$ cat src/rtl/bcd_tick_counter_pkg.sv
// Shared constants for the BCD tick counter: default terminal count, FSM
// state encodings and digit width.
package bcd_tick_counter_pkg;

  localparam int DEFAULT_MAX_COUNT = 59;
  localparam int BCD_W             = 4;

  localparam logic [0:0] STOPPED = 1'b0;
  localparam logic [0:0] RUNNING = 1'b1;

  typedef struct packed {
    logic [BCD_W-1:0] tens;
    logic [BCD_W-1:0] ones;
  } bcd_count_t;

endpackage

$ cat src/rtl/bcd_tick_counter_sync_edge_det.sv
// Two-flop synchronizer followed by a rising-edge detector that emits a
// one-CLK pulse per low-to-high transition of d_in.
module sync_edge_det (
  input  logic CLK,
  input  logic rst_n,
  input  logic d_in,
  output logic rise_pulse
);

  logic       sync_a;
  logic       sync_b;
  logic       prev;
  logic [1:0] fill;

  // fill counts edges since reset so that prev only qualifies an edge once it
  // holds a genuine sample; a level already high at reset release is ignored.
  always_ff @(posedge CLK) begin
    if (!rst_n) begin
      sync_a <= 1'b0;
      sync_b <= 1'b0;
      prev   <= 1'b0;
      fill   <= 2'd0;
    end else begin
      sync_a <= d_in;
      sync_b <= sync_a;
      prev   <= sync_b;
      if (fill != 2'd3) begin
        fill <= fill + 2'd1;
      end
    end
  end

  assign rise_pulse = sync_b & ~prev & (fill == 2'd3);

endmodule

$ cat src/rtl/bcd_tick_counter.sv
// Two-digit BCD up/down counter advanced by synchronized tick_in edges,
// gated by a STOPPED/RUNNING controller, with a one-cycle wrap pulse.
module bcd_tick_counter
  import bcd_tick_counter_pkg::*;
#(
  parameter int MAX_COUNT = DEFAULT_MAX_COUNT
) (
  input  logic             CLK,
  input  logic             rst_n,
  input  logic             tick_in,
  input  logic             start,
  input  logic             stop,
  input  logic             clr,
  input  logic             up_dn,
  output logic [BCD_W-1:0] bcd_tens,
  output logic [BCD_W-1:0] bcd_ones,
  output logic             wrap,
  output logic             running
);

  localparam logic [BCD_W-1:0] MAX_TENS = BCD_W'(MAX_COUNT / 10);
  localparam logic [BCD_W-1:0] MAX_ONES = BCD_W'(MAX_COUNT % 10);

  logic             step;
  logic [0:0]       state;
  logic [0:0]       state_nxt;
  logic [BCD_W-1:0] tens_nxt;
  logic [BCD_W-1:0] ones_nxt;
  logic             wrap_nxt;

  sync_edge_det u_sync_edge_det (
    .CLK        (CLK),
    .rst_n      (rst_n),
    .d_in       (tick_in),
    .rise_pulse (step)
  );

  always_comb begin
    state_nxt = state;
    if (stop) begin
      state_nxt = STOPPED;
    end else if (start) begin
      state_nxt = RUNNING;
    end
  end

  // Digit-wise BCD increment/decrement with terminal-count wrap in both directions.
  always_comb begin
    tens_nxt = bcd_tens;
    ones_nxt = bcd_ones;
    wrap_nxt = 1'b0;
    if (up_dn) begin
      if (bcd_tens == MAX_TENS && bcd_ones == MAX_ONES) begin
        tens_nxt = '0;
        ones_nxt = '0;
        wrap_nxt = 1'b1;
      end else if (bcd_ones == 4'd9) begin
        ones_nxt = '0;
        tens_nxt = bcd_tens + 4'd1;
      end else begin
        ones_nxt = bcd_ones + 4'd1;
      end
    end else begin
      if (bcd_tens == 4'd0 && bcd_ones == 4'd0) begin
        tens_nxt = MAX_TENS;
        ones_nxt = MAX_ONES;
        wrap_nxt = 1'b1;
      end else if (bcd_ones == 4'd0) begin
        ones_nxt = 4'd9;
        tens_nxt = bcd_tens - 4'd1;
      end else begin
        ones_nxt = bcd_ones - 4'd1;
      end
    end
  end

  // clr outranks a step; steps arriving while STOPPED are dropped.
  always_ff @(posedge CLK) begin
    if (!rst_n) begin
      state    <= STOPPED;
      bcd_tens <= '0;
      bcd_ones <= '0;
      wrap     <= 1'b0;
    end else begin
      state <= state_nxt;
      if (clr) begin
        bcd_tens <= '0;
        bcd_ones <= '0;
        wrap     <= 1'b0;
      end else if (step && state == RUNNING) begin
        bcd_tens <= tens_nxt;
        bcd_ones <= ones_nxt;
        wrap     <= wrap_nxt;
      end else begin
        wrap <= 1'b0;
      end
    end
  end

  assign running = (state == RUNNING);

endmodule

$ cat config.mk
export PLATFORM = sky130hd
export DESIGN_NAME = bcd_tick_counter
export DESIGN_NICKNAME = d
export VERILOG_FILES = /design/src/rtl/bcd_tick_counter_pkg.sv /design/src/rtl/bcd_tick_counter_sync_edge_det.sv /design/src/rtl/bcd_tick_counter.sv
export SDC_FILE = /design/constraint.sdc
export NUM_CORES = 1
export LEC_CHECK = 0
export BUFFER_PORTS_ARGS = -buffer_cell sky130_fd_sc_hd__buf_2
export CORE_MARGIN = 5
export CORE_UTILIZATION = 53
export DETAILED_ROUTE_END_ITERATION = 10
export HOLD_SLACK_MARGIN = 0.15
export PLACE_DENSITY = 0.79
export SYNTH_ARGS = -nofsm -noshare
export SYNTH_HDL_FRONTEND = slang
export SYNTH_SLANG_ARGS = --single-unit
$ cat constraint.sdc
create_clock -name CLK -period 1.72 [get_ports CLK]
set_input_delay 0.086 -clock CLK [delete_from_list [all_inputs] [get_ports CLK]]
set_output_delay 0.086 -clock CLK [all_outputs]
set_load 0.02 [all_outputs]
==> results.md <==
* Status: finished clean
* Clock edge transition at the registers on the reported setup and hold paths at 0.10 ns
* Sink Count at 15
* Top post-synthesis cells by area: dfxtp_1 (33%), ha_1 (11%), nor2_1 (4.5%)
* First-pass DRT Iterations at 4
* Worst setup SP type: flip-flop
* Die area at 0.002674 mm^2
* Remaining Overflow, GRT at 0
* Prevailing post-synth register cell: dfxtp_1
* Mapped Area at 922.1 um^2
* Hold path depth at 3
* Die Wd at 51.71 um
* RR Endpoint: bcd_tens[0]
* P&R area growth vs syn at 24.02%
* Post-route setup slack at 0.09475 ns
* CP arrival at 1.82 ns
* Final slew viol count at 0
* Total power at 0.6636 mW
* Synth Warn # at 0
* RSZ-0062 raised after global routing: no
* Root Buffer Master: clkbuf_4
* HP Class: in -> reg
* I/O pin count at 17
* TritonCTS clock tree: done
* GRT Overall Usage at 18.29%
* Post-DP HPWL at 1657 um
* Core box area at 0.001689 mm^2
* F_max at 615.3 MHz
* CP Data Required Time at 1.92 ns
* Hold Crit Endpoint: bcd_tens[1]
* Clk_skew at 0.004491 ns
* PD cells at 580.3 mW/mm^2
* Post-DR vias/cell at 5.900
* Pre-CTS setup slack at -0.06077 ns
* Count of cell types in the netlist at 39
* Post-route ant nets at 0
* Fin nets at 149
* Drt total wl at 2168 um
* Gp weighted congestion at 0.9086
* R2R cell count at 4
* Largest net degree at the start of global routing at 19
* Layout cells sized above 1 at 24.06%
* Final antenna diode count at 0
* Placement row count at 15
* Initial core utilization at 54.59%
* Post-layout min period at 1.625 ns
* Post-synth ARST share at 0%
* Final hold violations at 0
* Worst slew pin tran at 0.3401 ns
* Cells after synthesis at 107
* Post-synth EDFFs at 0
* Hold wc startpoint: up_dn
* FF+latch count, synth at 15
* Worst path top cell family by delay: simple AND/OR/NAND/NOR gates
* Worst-Skew Late Latency at 0.29 ns
* Worst reg2reg path startpoint: bcd_ones[0]
* Leakage power at 0.5035 nW
* Max-slew headroom at 77.12%
* Tcrit/Tclk final at 94.49%
* DRC violations left at 0
* Synth cell count leaders: dfxtp_1 (15), nor2_1 (11), ha_1 (8)
* H-tree levels at 1
* 1st-iter DRT viols at 19
* Crit path cell chain: ha_1, nand3b_1, or4_4, a32o_1
* Setup violations, final at 0
* CP Class: reg -> reg
* WL/cell at 14.45 um
* Seq/Total Area, Yosys at 32.56%
* Maximum vdd drop at 0.0004443 V
* Syn_nets at 122
* CTS buffer count at 3
* Die span in y at 51.71 um
* Most frequent cell after synthesis: dfxtp_1
* CP endpoint kind: flip-flop
* Maximum clock insertion buffer count at 2
* First-pass GRT wire length at 3601 um
* Top cell type's share of synthesized area at 32.56%
* Slowest CP cell: or4_4
* Avg Cell Area, Syn at 8.618 um^2
* Reg2reg setup slack at 0.09 ns
* MaxCap Viol Count at 0
* Layout Cells excl Fill at 150
* Largest stage delay on the critical path at 0.53 ns
* WP buf/inv at 0
* Port bufs at 16
* Synth area leader: dfxtp_1
* Initial antenna violation count at 0
* Vias in the first global route at 861
* Placed insts at 140
* Critical path peak fanout at 9
* Vias post-DR at 885
how the worst max path moves through the flow:
stage / to / depth (start not counted) / from
global placement: bcd_tens[2] / 6 / bcd_ones[0]
global route: bcd_tens[2] / 5 / u_sync_edge_det.fill[0]
floorplan: bcd_tens[2] / 6 / bcd_ones[1]
finish: bcd_tens[0] / 4 / bcd_ones[0]
CTS: bcd_tens[2] / 6 / bcd_ones[0]
detailed placement: bcd_tens[2] / 6 / bcd_ones[0]
cells by family after synthesis:
logic type	synth area share [%]
AND/OR/NAND/NOR	29.17
adder cells (fa/ha/maj)	10.86
flip-flops	32.56
buffers and inverters	5.020
multiplexers	2.171
AO/OA/AOI/OAI	19.27
XOR/XNOR	0.9500
metal layers:
| metal | GRT usage (%) | routed length [um] |
|---|---|---|
| met3 | 6.304 | 140 |
| met5 | 0 | 0 |
| met1 | 18.94 | 901 |
| met2 | 33.47 | 1098 |
| met4 | 6.987 | 27 |
cells in the final DEF (no fill, tap or decap), types with 3 or more instances in the layout:
cell / synthesis / layout
nand3_1: 4 / 4
buf_2: 0 / 16
o21a_1: 3 / 3
o21ai_0: 5 / 5
nor2_1: 11 / 11
nand2b_1: 3 / 3
and2_1: 4 / 4
inv_1: 7 / 5
nand2_1: 4 / 4
clkbuf_4: 0 / 3
dlygate4sd3_1: 0 / 6
nor3_1: 3 / 3
buf_4: 0 / 3
dfxtp_1: 15 / 14
a31oi_1: 5 / 5
a21oi_1: 3 / 3
ha_1: 8 / 7
timing repair:
action                                  4_1_cts  5_1_grt
buffers inserted                              0        0
pin swaps                                     0        0
hold endpoints to repair                     10        0
endpoints found under the setup margin        1        5
cloned                                        0        0
gates resized for setup                       1        5
hold buffers                                  6        0
area by class of cell:
cell class	instances	area, um^2
Clock buffer	3	22.52
Sequential cell	15	301.5
Tap cell	17	21.27
Fill cell	141	545.5
Inverter	7	26.28
Timing Repair Buffer	25	162.7
Clock inverter	1	7.507
Multi-Input combinational cell	82	601.8
metrics by stage:
step,utilization [%],TNS [ns],hold slack (ns),area [um^2]
2_1_floorplan,-,0,0.1621,923.4
3_3_place_gp,60.81,0,0.2453,1027
3_5_place_dp,60.81,-0.06077,0.2643,1027
4_1_cts,66.67,0,0.2300,1126
5_1_grt,67.70,0,0.2416,1144
6_report,67.70,0,0.2369,1144
state kept, by name (all words and copies together), names as in the netlist:
| name | flops |
|---|---|
| u_sync_edge_det.fill | 2 |
| bcd_ones | 4 |
| running | 1 |
| u_sync_edge_det.sync_b | 1 |
| u_sync_edge_det.sync_a | 1 |
| bcd_tens | 4 |
| wrap | 1 |
| u_sync_edge_det.prev | 1 |
tightest hold or removal path: cells and delay by family:
family / cells / cell delay (ns)
AO/OA/AOI/OAI: 1 / 0.06
buffers and inverters: 1 / 0.21
AND/OR/NAND/NOR: 1 / 0.13
power breakdown:
group | internal, mW | total [mW] | switching, mW
Clock | 0.0886 | 0.214 | 0.125
Sequential | 0.362 | 0.370 | 0.00848
Combinational | 0.0420 | 0.0795 | 0.0375
No activity file was read; power rests on OpenSTA's default activity.
